==> src/rtl/dcache_pkg.sv <==
// dcache_pkg: shared types and address helpers for the LAB7 data-cache
// controller.
//   ADDR_W / DATA_W : byte-address and word widths (32)
//   INDEX_W         : cache index width, 512 direct-mapped one-word lines
//   TAG_W           : ADDR_W - INDEX_W - 2 = 21
//   state_e         : controller states IDLE / RD_MEM / WR_MEM
//   tag_of, idx_of  : address-field extraction (tag=[31:11], index=[10:2])
package dcache_pkg;

  localparam int ADDR_W  = 32;
  localparam int DATA_W  = 32;
  localparam int INDEX_W = 9;
  localparam int TAG_W   = ADDR_W - INDEX_W - 2;

  typedef enum logic [1:0] {
    IDLE   = 2'd0,
    RD_MEM = 2'd1,
    WR_MEM = 2'd2
  } state_e;

  function automatic logic [TAG_W-1:0] tag_of(input logic [ADDR_W-1:0] addr);
    return addr[ADDR_W-1 -: TAG_W];
  endfunction

  function automatic logic [INDEX_W-1:0] idx_of(input logic [ADDR_W-1:0] addr);
    return addr[INDEX_W+1:2];
  endfunction

endpackage

==> src/rtl/dcache_ctrl_sat_counter32.sv <==
// sat_counter32: 32-bit event counter that sticks at all-ones.
//   clk   : clock, updates on posedge
//   rst   : synchronous active-high clear
//   inc   : count one event this cycle
//   count : current count
module sat_counter32 (
  input  logic        clk,
  input  logic        rst,
  input  logic        inc,
  output logic [31:0] count
);

  logic [31:0] r_count;

  always_ff @(posedge clk) begin
    if (rst) begin
      r_count <= '0;
    end else if (inc && (r_count != 32'hFFFF_FFFF)) begin
      r_count <= r_count + 32'd1;
    end
  end

  assign count = r_count;

endmodule

==> src/rtl/dcache_ctrl.sv <==
// dcache_ctrl: control stage of the direct-mapped, one-word-block,
// write-through / no-write-allocate data cache of the LAB7 MIPS pipeline.
// Widths come from dcache_pkg (ADDR_W=32, DATA_W=32, INDEX_W=9, TAG_W=21).
//   clk, rst                   : clock (posedge) and synchronous active-high reset
//   cpu_req/we/addr/wdata      : MEM-stage access; cpu_rdata, cpu_stall back to pipe
//   idx                        : index shared by the valid/tag/data arrays
//   valid_in/tag_in/data_in    : combinational array read data
//   *_wr / *_din               : array write enables and data (arrays write on negedge)
//   mem_req/we/addr/wdata      : main-memory request; mem_rdata, mem_ack (1-cycle pulse)
//   hit_cnt / miss_cnt         : saturating load hit / miss counters
//
// States:
//   IDLE   | accepting requests; load hits return with zero latency
//   RD_MEM | load miss: reading main memory, refill on ack
//   WR_MEM | store: write-through to main memory, wait for ack
module dcache_ctrl
  import dcache_pkg::*;
(
  input  logic               clk,
  input  logic               rst,
  input  logic               cpu_req,
  input  logic               cpu_we,
  input  logic [ADDR_W-1:0]  cpu_addr,
  input  logic [DATA_W-1:0]  cpu_wdata,
  output logic [DATA_W-1:0]  cpu_rdata,
  output logic               cpu_stall,
  output logic [INDEX_W-1:0] idx,
  input  logic               valid_in,
  output logic               valid_wr,
  output logic               valid_din,
  input  logic [TAG_W-1:0]   tag_in,
  output logic               tag_wr,
  output logic [TAG_W-1:0]   tag_din,
  input  logic [DATA_W-1:0]  data_in,
  output logic               data_wr,
  output logic [DATA_W-1:0]  data_din,
  output logic               mem_req,
  output logic               mem_we,
  output logic [ADDR_W-1:0]  mem_addr,
  output logic [DATA_W-1:0]  mem_wdata,
  input  logic [DATA_W-1:0]  mem_rdata,
  input  logic               mem_ack,
  output logic [31:0]        hit_cnt,
  output logic [31:0]        miss_cnt
);

  state_e             r_state;
  state_e             w_next_state;
  logic [ADDR_W-1:0]  r_addr;
  logic [DATA_W-1:0]  r_wdata;
  logic [ADDR_W-1:0]  w_cur_addr;
  logic               w_hit;
  logic               w_hit_inc;
  logic               w_miss_inc;

  // In IDLE the arrays are looked up with the live address so a load hit
  // completes in the same cycle; afterwards the latched address is used,
  // which makes the pipeline free to change cpu_addr while stalled.
  assign w_cur_addr = (r_state == IDLE) ? cpu_addr : r_addr;
  assign idx        = idx_of(w_cur_addr);
  assign w_hit      = valid_in && (tag_in == tag_of(w_cur_addr));

  assign mem_addr   = {r_addr[ADDR_W-1:2], 2'b00};
  assign mem_wdata  = r_wdata;
  assign tag_din    = tag_of(r_addr);
  assign valid_din  = 1'b1;

  always_ff @(posedge clk) begin
    if (rst) begin
      r_state <= IDLE;
      r_addr  <= '0;
      r_wdata <= '0;
    end else begin
      r_state <= w_next_state;
      if ((r_state == IDLE) && cpu_req) begin
        r_addr  <= cpu_addr;
        r_wdata <= cpu_wdata;
      end
    end
  end

  always_comb begin
    w_next_state = r_state;
    cpu_rdata    = '0;
    cpu_stall    = 1'b0;
    valid_wr     = 1'b0;
    tag_wr       = 1'b0;
    data_wr      = 1'b0;
    data_din     = '0;
    mem_req      = 1'b0;
    mem_we       = 1'b0;
    w_hit_inc    = 1'b0;
    w_miss_inc   = 1'b0;

    // Reset holds every control output inactive so the self-clearing valid
    // array is never written and main memory sees no request.
    if (!rst) begin
      unique case (r_state)
        IDLE: begin
          if (cpu_req) begin
            if (!cpu_we) begin
              if (w_hit) begin
                cpu_rdata = data_in;
                w_hit_inc = 1'b1;
              end else begin
                cpu_stall    = 1'b1;
                w_miss_inc   = 1'b1;
                w_next_state = RD_MEM;
              end
            end else begin
              // No write-allocate: only an existing line is updated.
              cpu_stall    = 1'b1;
              w_next_state = WR_MEM;
              if (w_hit) begin
                data_wr  = 1'b1;
                data_din = cpu_wdata;
              end
            end
          end
        end

        RD_MEM: begin
          mem_req   = 1'b1;
          cpu_stall = 1'b1;
          if (mem_ack) begin
            valid_wr     = 1'b1;
            tag_wr       = 1'b1;
            data_wr      = 1'b1;
            data_din     = mem_rdata;
            cpu_rdata    = mem_rdata;
            cpu_stall    = 1'b0;
            w_next_state = IDLE;
          end
        end

        WR_MEM: begin
          mem_req   = 1'b1;
          mem_we    = 1'b1;
          cpu_stall = 1'b1;
          if (mem_ack) begin
            cpu_stall    = 1'b0;
            w_next_state = IDLE;
          end
        end

        default: w_next_state = IDLE;
      endcase
    end
  end

  sat_counter32 u_hit_cnt (
    .clk   (clk),
    .rst   (rst),
    .inc   (w_hit_inc),
    .count (hit_cnt)
  );

  sat_counter32 u_miss_cnt (
    .clk   (clk),
    .rst   (rst),
    .inc   (w_miss_inc),
    .count (miss_cnt)
  );

endmodule

==> config.mk <==
export PLATFORM = sky130hd
export DESIGN_NAME = dcache_ctrl
export DESIGN_NICKNAME = d
export VERILOG_FILES = /design/src/rtl/dcache_pkg.sv /design/src/rtl/dcache_ctrl_sat_counter32.sv /design/src/rtl/dcache_ctrl.sv
export SDC_FILE = /design/constraint.sdc
export NUM_CORES = 1
export LEC_CHECK = 0
export ABC_AREA = 1
export ABC_CLOCK_PERIOD_IN_PS = 4300
export BUFFER_PORTS_ARGS = -buffer_cell sky130_fd_sc_hd__buf_2
export CAP_MARGIN = 30
export CORE_AREA = 4 4 147 149
export CTS_CLUSTER_SIZE = 25
export DETAILED_ROUTE_END_ITERATION = 6
export DIE_AREA = 0 0 151 153
export MAX_ROUTING_LAYER = met4
export PLACE_DENSITY = 0.73
export SYNTH_ARGS = -nofsm -noshare
export SYNTH_HDL_FRONTEND = slang
export SYNTH_HIERARCHICAL = 1
export SYNTH_SLANG_ARGS = --single-unit
==> constraint.sdc <==
create_clock -name clk -period 4.3 [get_ports clk]
set_clock_uncertainty 0.15 [all_clocks]
set_input_delay 0.645 -clock clk [delete_from_list [all_inputs] [get_ports clk]]
set_output_delay 0.645 -clock clk [all_outputs]
set_load 0.02 [all_outputs]
== Yosys cells after proc, flatten, opt, wreduce, memory -nomap -nowiden ==
Cells that the tools add are included.

* Memories: 0
* Memory bits (writable): 0
* Register bits: 130
* ROM bits: 0
* Logic and storage cells: 65
* Latch bits: 0

* $mul: 0
* Order comparisons: 0
* Equal/unequal tests: 8
* Mux-type cells: 43
* Add/sub/neg operators: 2
* Divide/modulo/power cells: 0
* Shift-type cells: 0
* Reductions and logical operators: 7
* Bitwise logic cells: 0

{| class="wikitable"
|+ Operator list
! kind !! count
|-
| $mux 32 || 10
|-
| $pmux 32 s2 || 2
|-
| $add 32x1->32 const B || 2
|-
| $ne 32x32->1 const B || 2
|-
| $mux 1 || 24
|-
| $eq 21x21->1 || 1
|-
| $mux 2 || 4
|-
| $logic_and 1x1->1 || 4
|-
| $pmux 1 s2 || 2
|-
| $pmux 2 s2 || 1
|-
| $ne 3x3->1 const B || 1
|-
| $reduce_and 3->1 || 1
|-
| $eq 2x1->1 const B || 1
|-
| $eq 2x2->1 const B || 1
|-
| $logic_not 2->1 || 1
|-
| $ne 2x1->1 const B || 1
|-
| $ne 2x2->1 const B || 1
|-
| $reduce_or 2->1 || 1
|}

== Depth between registers and ports, before layout ==
* Depth after elaboration: 10
* Gate-level depth with buffers: 24
* Depth with buffers taken out: 22

== Cells and area by module ==
Netlist, hierarchy kept.

{| class="wikitable"
|+ Modules (own cells, without submodules)
! module !! area an instance (µm²) !! instances !! seq. area each (µm²) !! cells each
|-
| dcache_ctrl || 4,470.5 || 1 || 1,281.2 || 770
|-
| sat_counter32 at u_hit_cnt || 2,062.0 || 1 || 640.6 || 324
|-
| sat_counter32 at u_miss_cnt || 1,979.4 || 1 || 640.6 || 314
|}

== Least setup slack after synthesis ==
No wires, ideal clock.

* Kind: register to output
* Start point: register r_state[0]
* End point: output port data_din[10]
* Arrival time: 2.244 ns
* Required time: 3.505 ns
* Setup slack: 1.261 ns
* Cell stages (with the launch flop): 14
* Cell sequence: dfxtp_1 inv_1 ha_1 buf_4 buf_6 o211ai_1 nand4_1 nand3b_1 nor2_1 nand2_1 nor2_4 buf_6 nand2_1 a21oi_1

* Cells in the longest elaborated chain, start to end: 9
* Elaborated cells on any way between the ends: 10

{| class="wikitable"
|+ RTL lines
! element !! RTL line !! text
|-
| start, declared || dcache_ctrl.sv:47 || <nowiki>state_e r_state;</nowiki>
|-
| start signal, assigned || dcache_ctrl.sv:74 || <nowiki>r_state <= w_next_state;</nowiki>
|-
| $logic_not 2->1 || dcache_ctrl.sv:59, dcache_ctrl.sv:98 ||
|-
| $mux 32 || dcache_ctrl.sv:59 || <nowiki>assign w_cur_addr = (r_state == IDLE) ? cpu_addr : r_addr;</nowiki>
|-
| $eq 21x21->1 || dcache_ctrl.sv:61 || <nowiki>assign w_hit = valid_in && (tag_in == tag_of(w_cur_addr));</nowiki>
|-
| $logic_and 1x1->1 || dcache_ctrl.sv:61 ||
|-
| $mux 32 || dcache_ctrl.sv:114 || <nowiki>if (w_hit) begin</nowiki>
|-
| $mux 32 || dcache_ctrl.sv:101 || <nowiki>if (!cpu_we) begin</nowiki>
|-
| $mux 32 || dcache_ctrl.sv:100 || <nowiki>if (cpu_req) begin</nowiki>
|-
| $pmux 32 s2 (*) || dcache_ctrl.sv:98 || <nowiki>unique case (r_state)</nowiki>
|-
| $mux 32 (*) || dcache_ctrl.sv:97 || <nowiki>if (!rst) begin</nowiki>
|-
| end, declared || dcache_ctrl.sv:36 || <nowiki>output logic [DATA_W-1:0] data_din,</nowiki>
|}

Mark *: on every way between the ends. The rest lies on a longest branch, timed or not.

== Final worst setup path ==
* Start point: register r_state[0]
* End point: output port cpu_rdata[20]

* Cells in the longest elaborated chain, start to end: 9
* Elaborated cells on any way between the ends: 10

{| class="wikitable"
|+ RTL lines
! element !! RTL line !! text
|-
| $logic_not 2->1 || dcache_ctrl.sv:59, dcache_ctrl.sv:98 ||
|-
| $mux 32 || dcache_ctrl.sv:59 ||
|-
| $eq 21x21->1 || dcache_ctrl.sv:61 ||
|-
| $logic_and 1x1->1 || dcache_ctrl.sv:61 ||
|-
| $mux 32 || dcache_ctrl.sv:102 || <nowiki>if (w_hit) begin</nowiki>
|-
| $mux 32 || dcache_ctrl.sv:101 ||
|-
| $mux 32 || dcache_ctrl.sv:100 ||
|-
| $pmux 32 s2 (*) || dcache_ctrl.sv:98 ||
|-
| $mux 32 (*) || dcache_ctrl.sv:97 ||
|-
| end, declared || dcache_ctrl.sv:25 || <nowiki>output logic [DATA_W-1:0] cpu_rdata,</nowiki>
|}

Marked as above.

==> results.json <==
{
  "dp_cells": 1982,
  "htreeDepth": 4,
  "finalCritPeriodShare": 0.926,
  "die_x_um": 151,
  "reg2reg_to": "u_miss_cnt/count[23]$_SDFFE_PP0P_",
  "area_growth_pct": 28.6,
  "cap_violations": 0,
  "die_y_um": 153,
  "cp_max_fo": 25,
  "synth_edf_count": 0,
  "slew_violations": 0,
  "tns_ns": 0,
  "cellPowerDensity_nw_per_um2": 447,
  "setup_viol": 0,
  "endpoint": "cpu_rdata[20]",
  "dp_hpwl_um": 25200,
  "place_congestion": 0.994,
  "status": "finished, final reports clean",
  "ys_seq_area_frac": 0.301,
  "antenna_found_initial": 10,
  "cp_data_arrival_time_ns": 3.19,
  "leakage_nw": 5.66,
  "finalHoldViolCount": 0,
  "path_clk_slew_ns": 0.06,
  "period_needed_ns": 3.98,
  "critical_path.most_common_cell": "nand2_1",
  "hold_path.class": "register to register",
  "ioPinCount": 384,
  "track_usage": 0.278,
  "clockBufferDepth": 2,
  "grt_max_degree": 96,
  "overflow": 0,
  "vias": 10300,
  "synthAdderAreaFrac": 0.00882,
  "crit_path_max_incr_delay_ns": 0.34,
  "ys_types": 38,
  "core_um2": 20200,
  "r2r_setup_slack_ns": 0.63,
  "routed_wl_um": 32300,
  "portBuffers": 378,
  "ys_ff_latch": 128,
  "start_util": 0.422,
  "clockRootBuffer": "clkbuf_16",
  "tightest_slew_ns": 0.954,
  "drtIter0Drc": 619,
  "relSlewSlack": 0.364,
  "rr_worst_depth": 19,
  "final_core_util": 0.543,
  "critPathCaptureType": "output port",
  "firstDrtPassIters": 5,
  "cts_inserted_buffers": 17,
  "viasPerCell": 5.08,
  "crit_chain": "inv_1 > ha_4 > buf_4 > nand2_1 > nand3_1 > nand2_1 > nor2_1 > nand2_1 > nor2_1 > and3_1 > buf_4 > nand4_1 > a21oi_1 > buf_2",
  "async_flop_share": 0,
  "fmax_mhz": 251,
  "synth_xor_xnor_area_share": 0.00103,
  "cp.required_ns": 3.50,
  "cp-startpoint": "r_state[0]$_SDFFE_PP0P_",
  "synth_mux_area_frac": 0,
  "cts_tree": "yes",
  "nFillCells": 2070,
  "clock-sinks": 128,
  "rows": 52,
  "syn_area_um2": 8510,
  "grt_first_pass_wirelength_um": 49900,
  "avgSynthCellArea_um2": 6.05,
  "critical-path-slowest-cell": "dfxtp_1",
  "drive_gt1_frac": 0.280,
  "final_antenna_net_count": 0,
  "grt_pass1_vias": 9494,
  "rsz0062_at_grt": "false",
  "post-route-drc-count": 0,
  "crit_type": "register to output port",
  "synth-main-ff-cell": "dfxtp_1",
  "nets": 1894,
  "synth_top_family_by_area": "simple AND/OR/NAND/NOR gates",
  "ir_worst_vdd_mv": 0.388,
  "synthSimpleGateAreaFrac": 0.435,
  "crit-reg2reg-launch": "r_state[0]$_SDFFE_PP0P_",
  "p_total_w": 0.00489,
  "die_area_um2": 23100,
  "final_cell_count_no_fill": 2026,
  "avgRoutedWirePerCell_um": 16.0,
  "multiInputGateArea_um2": 4900,
  "ys_warn_count": 6,
  "holdBufCountCts": 0,
  "synthCells": 1408,
  "synth_compound_area_frac": 0.128,
  "clock_latency_ns": 0.42,
  "regArea_um2": 2560,
  "critPathLaunchType": "register"
}
power breakdown:
part / switching, W / total, W / internal, W / leakage (nW)
sequential: 0.000110 / 0.00145 / 0.00134 / 1.04
clock: 0.000582 / 0.00137 / 0.000784 / 0.265
combinational: 0.00145 / 0.00208 / 0.000628 / 4.36
total: 0.00214 / 0.00489 / 0.00275 / 5.66
state kept, by name, summed over array words and instances (netlist names):
name,count
mem_wdata,32
r_state,2
r_addr,30
u_hit_cnt/count,32
u_miss_cnt/count,32
final cells by class:
cell class                 count  area share
sequential                   128       0.234
tap                          270      0.0309
antenna                       11     0.00252
multi-input combinational   1053       0.448
inverter                     138      0.0476
clock buffer                  20      0.0426
timing repair buffer         395       0.187
clock inverter                11     0.00743
Yosys cell counts, types with 2 or more instances:
cell      count  area, µm²
nand2_1     433       1630
nor2_1      192        721
a21oi_1     149        746
inv_1       129        484
dfxtp_1     128       2560
nand3_1      76        380
nand4_1      64        400
o21ai_0      41        205
clkbuf_1     36        135
buf_4        30        225
a31oi_1      12       75.1
buf_6        12        135
nand2_2      12       75.1
nor2_4       10        113
nor3_1       10       50.1
nand3_2       9       90.1
nor2_2        9       56.3
buf_2         7       35.0
ha_1          6       75.1
inv_2         6       22.5
buf_1         5       18.8
a21oi_2       4       35.0
nand2_4       4       45.0
and2_1        3       18.8
clkinv_1      3       11.3
nand3b_1      3       22.5
conb_1        2       7.51
nand4_2       2       25.0
nor2_8        2       40.0
cell families (layout without fill, tap and decap cells):
logic type / count (synthesis) / after routing
fa+ha+maj: 6 / 6
simple gates: 833 / 833
buf+inv: 228 / 564
other cells: 2 / 14
xor+xnor: 1 / 1
compound gates: 210 / 210
flops: 128 / 128
layer usage:
metal | up-vias | GRT usage | wire length [µm]
met2 | 394 | 0.469 | 16400
li1 | 5166 | - | -
met3 | 71 | 0.0569 | 2160
met4 | 0 | 0.114 | 1120
met5 | - | - | 0
met1 | 4653 | 0.320 | 12600
cells in the final DEF, fill, tap and decap left out, types with 5 or more instances in the layout:
cell	n
nand2_1	432
buf_2	377
nor2_1	192
a21oi_1	149
inv_1	129
dfxtp_1	128
nand3_1	76
nand4_1	64
o21ai_0	41
clkbuf_16	17
buf_4	16
nand2_2	13
a31oi_1	12
diode_2	11
nor3_1	10
nor2_4	10
nor2_2	9
nand3_2	9
inv_2	5
ha_1	5
worst min path at each step:
stage | start | endpoint | slack (ns) | depth (start not counted)
2_1_floorplan | r_state[1]$_SDFFE_PP0P_ | r_state[1]$_SDFFE_PP0P_ | 0.35 | 2
3_3_place_gp | r_addr[2]$_SDFFE_PP0P_ | r_addr[2]$_SDFFE_PP0P_ | 0.30 | 2
3_5_place_dp | mem_wdata[29]$_SDFFE_PP0P_ | mem_wdata[29]$_SDFFE_PP0P_ | 0.30 | 2
4_1_cts | mem_wdata[29]$_SDFFE_PP0P_ | mem_wdata[29]$_SDFFE_PP0P_ | 0.31 | 2
5_1_grt | r_addr[2]$_SDFFE_PP0P_ | r_addr[2]$_SDFFE_PP0P_ | 0.33 | 2
6_report | r_addr[2]$_SDFFE_PP0P_ | r_addr[2]$_SDFFE_PP0P_ | 0.31 | 2
timing repair:
action,4_1_cts,5_1_grt
resized for setup,0,4
buffers inserted,0,2
endpoints found under the hold margin,0,0
endpoints found under the setup margin,0,26
worst max-delay path, delay by kind of cell, from the launching register on:
family	cells	cell delay, ns
AOI/OAI and AO/OA	1	0.27
adders and majority gates	1	0.27
buffers and inverters	4	0.90
DFF	1	0.34
and+or+nand+nor	8	0.97
metrics by stage:
stage	cell area (µm²)	setup slack (ns)	hold slack, ns
finish	10900	0.316	0.311
global route	10900	0.0521	0.330
CTS	10900	0.0404	0.313
detailed placement	10300	0.505	0.304
global placement	10300	0.510	0.298
floorplan	8520	1.26	0.353
(Power assumes the default switching activity.)
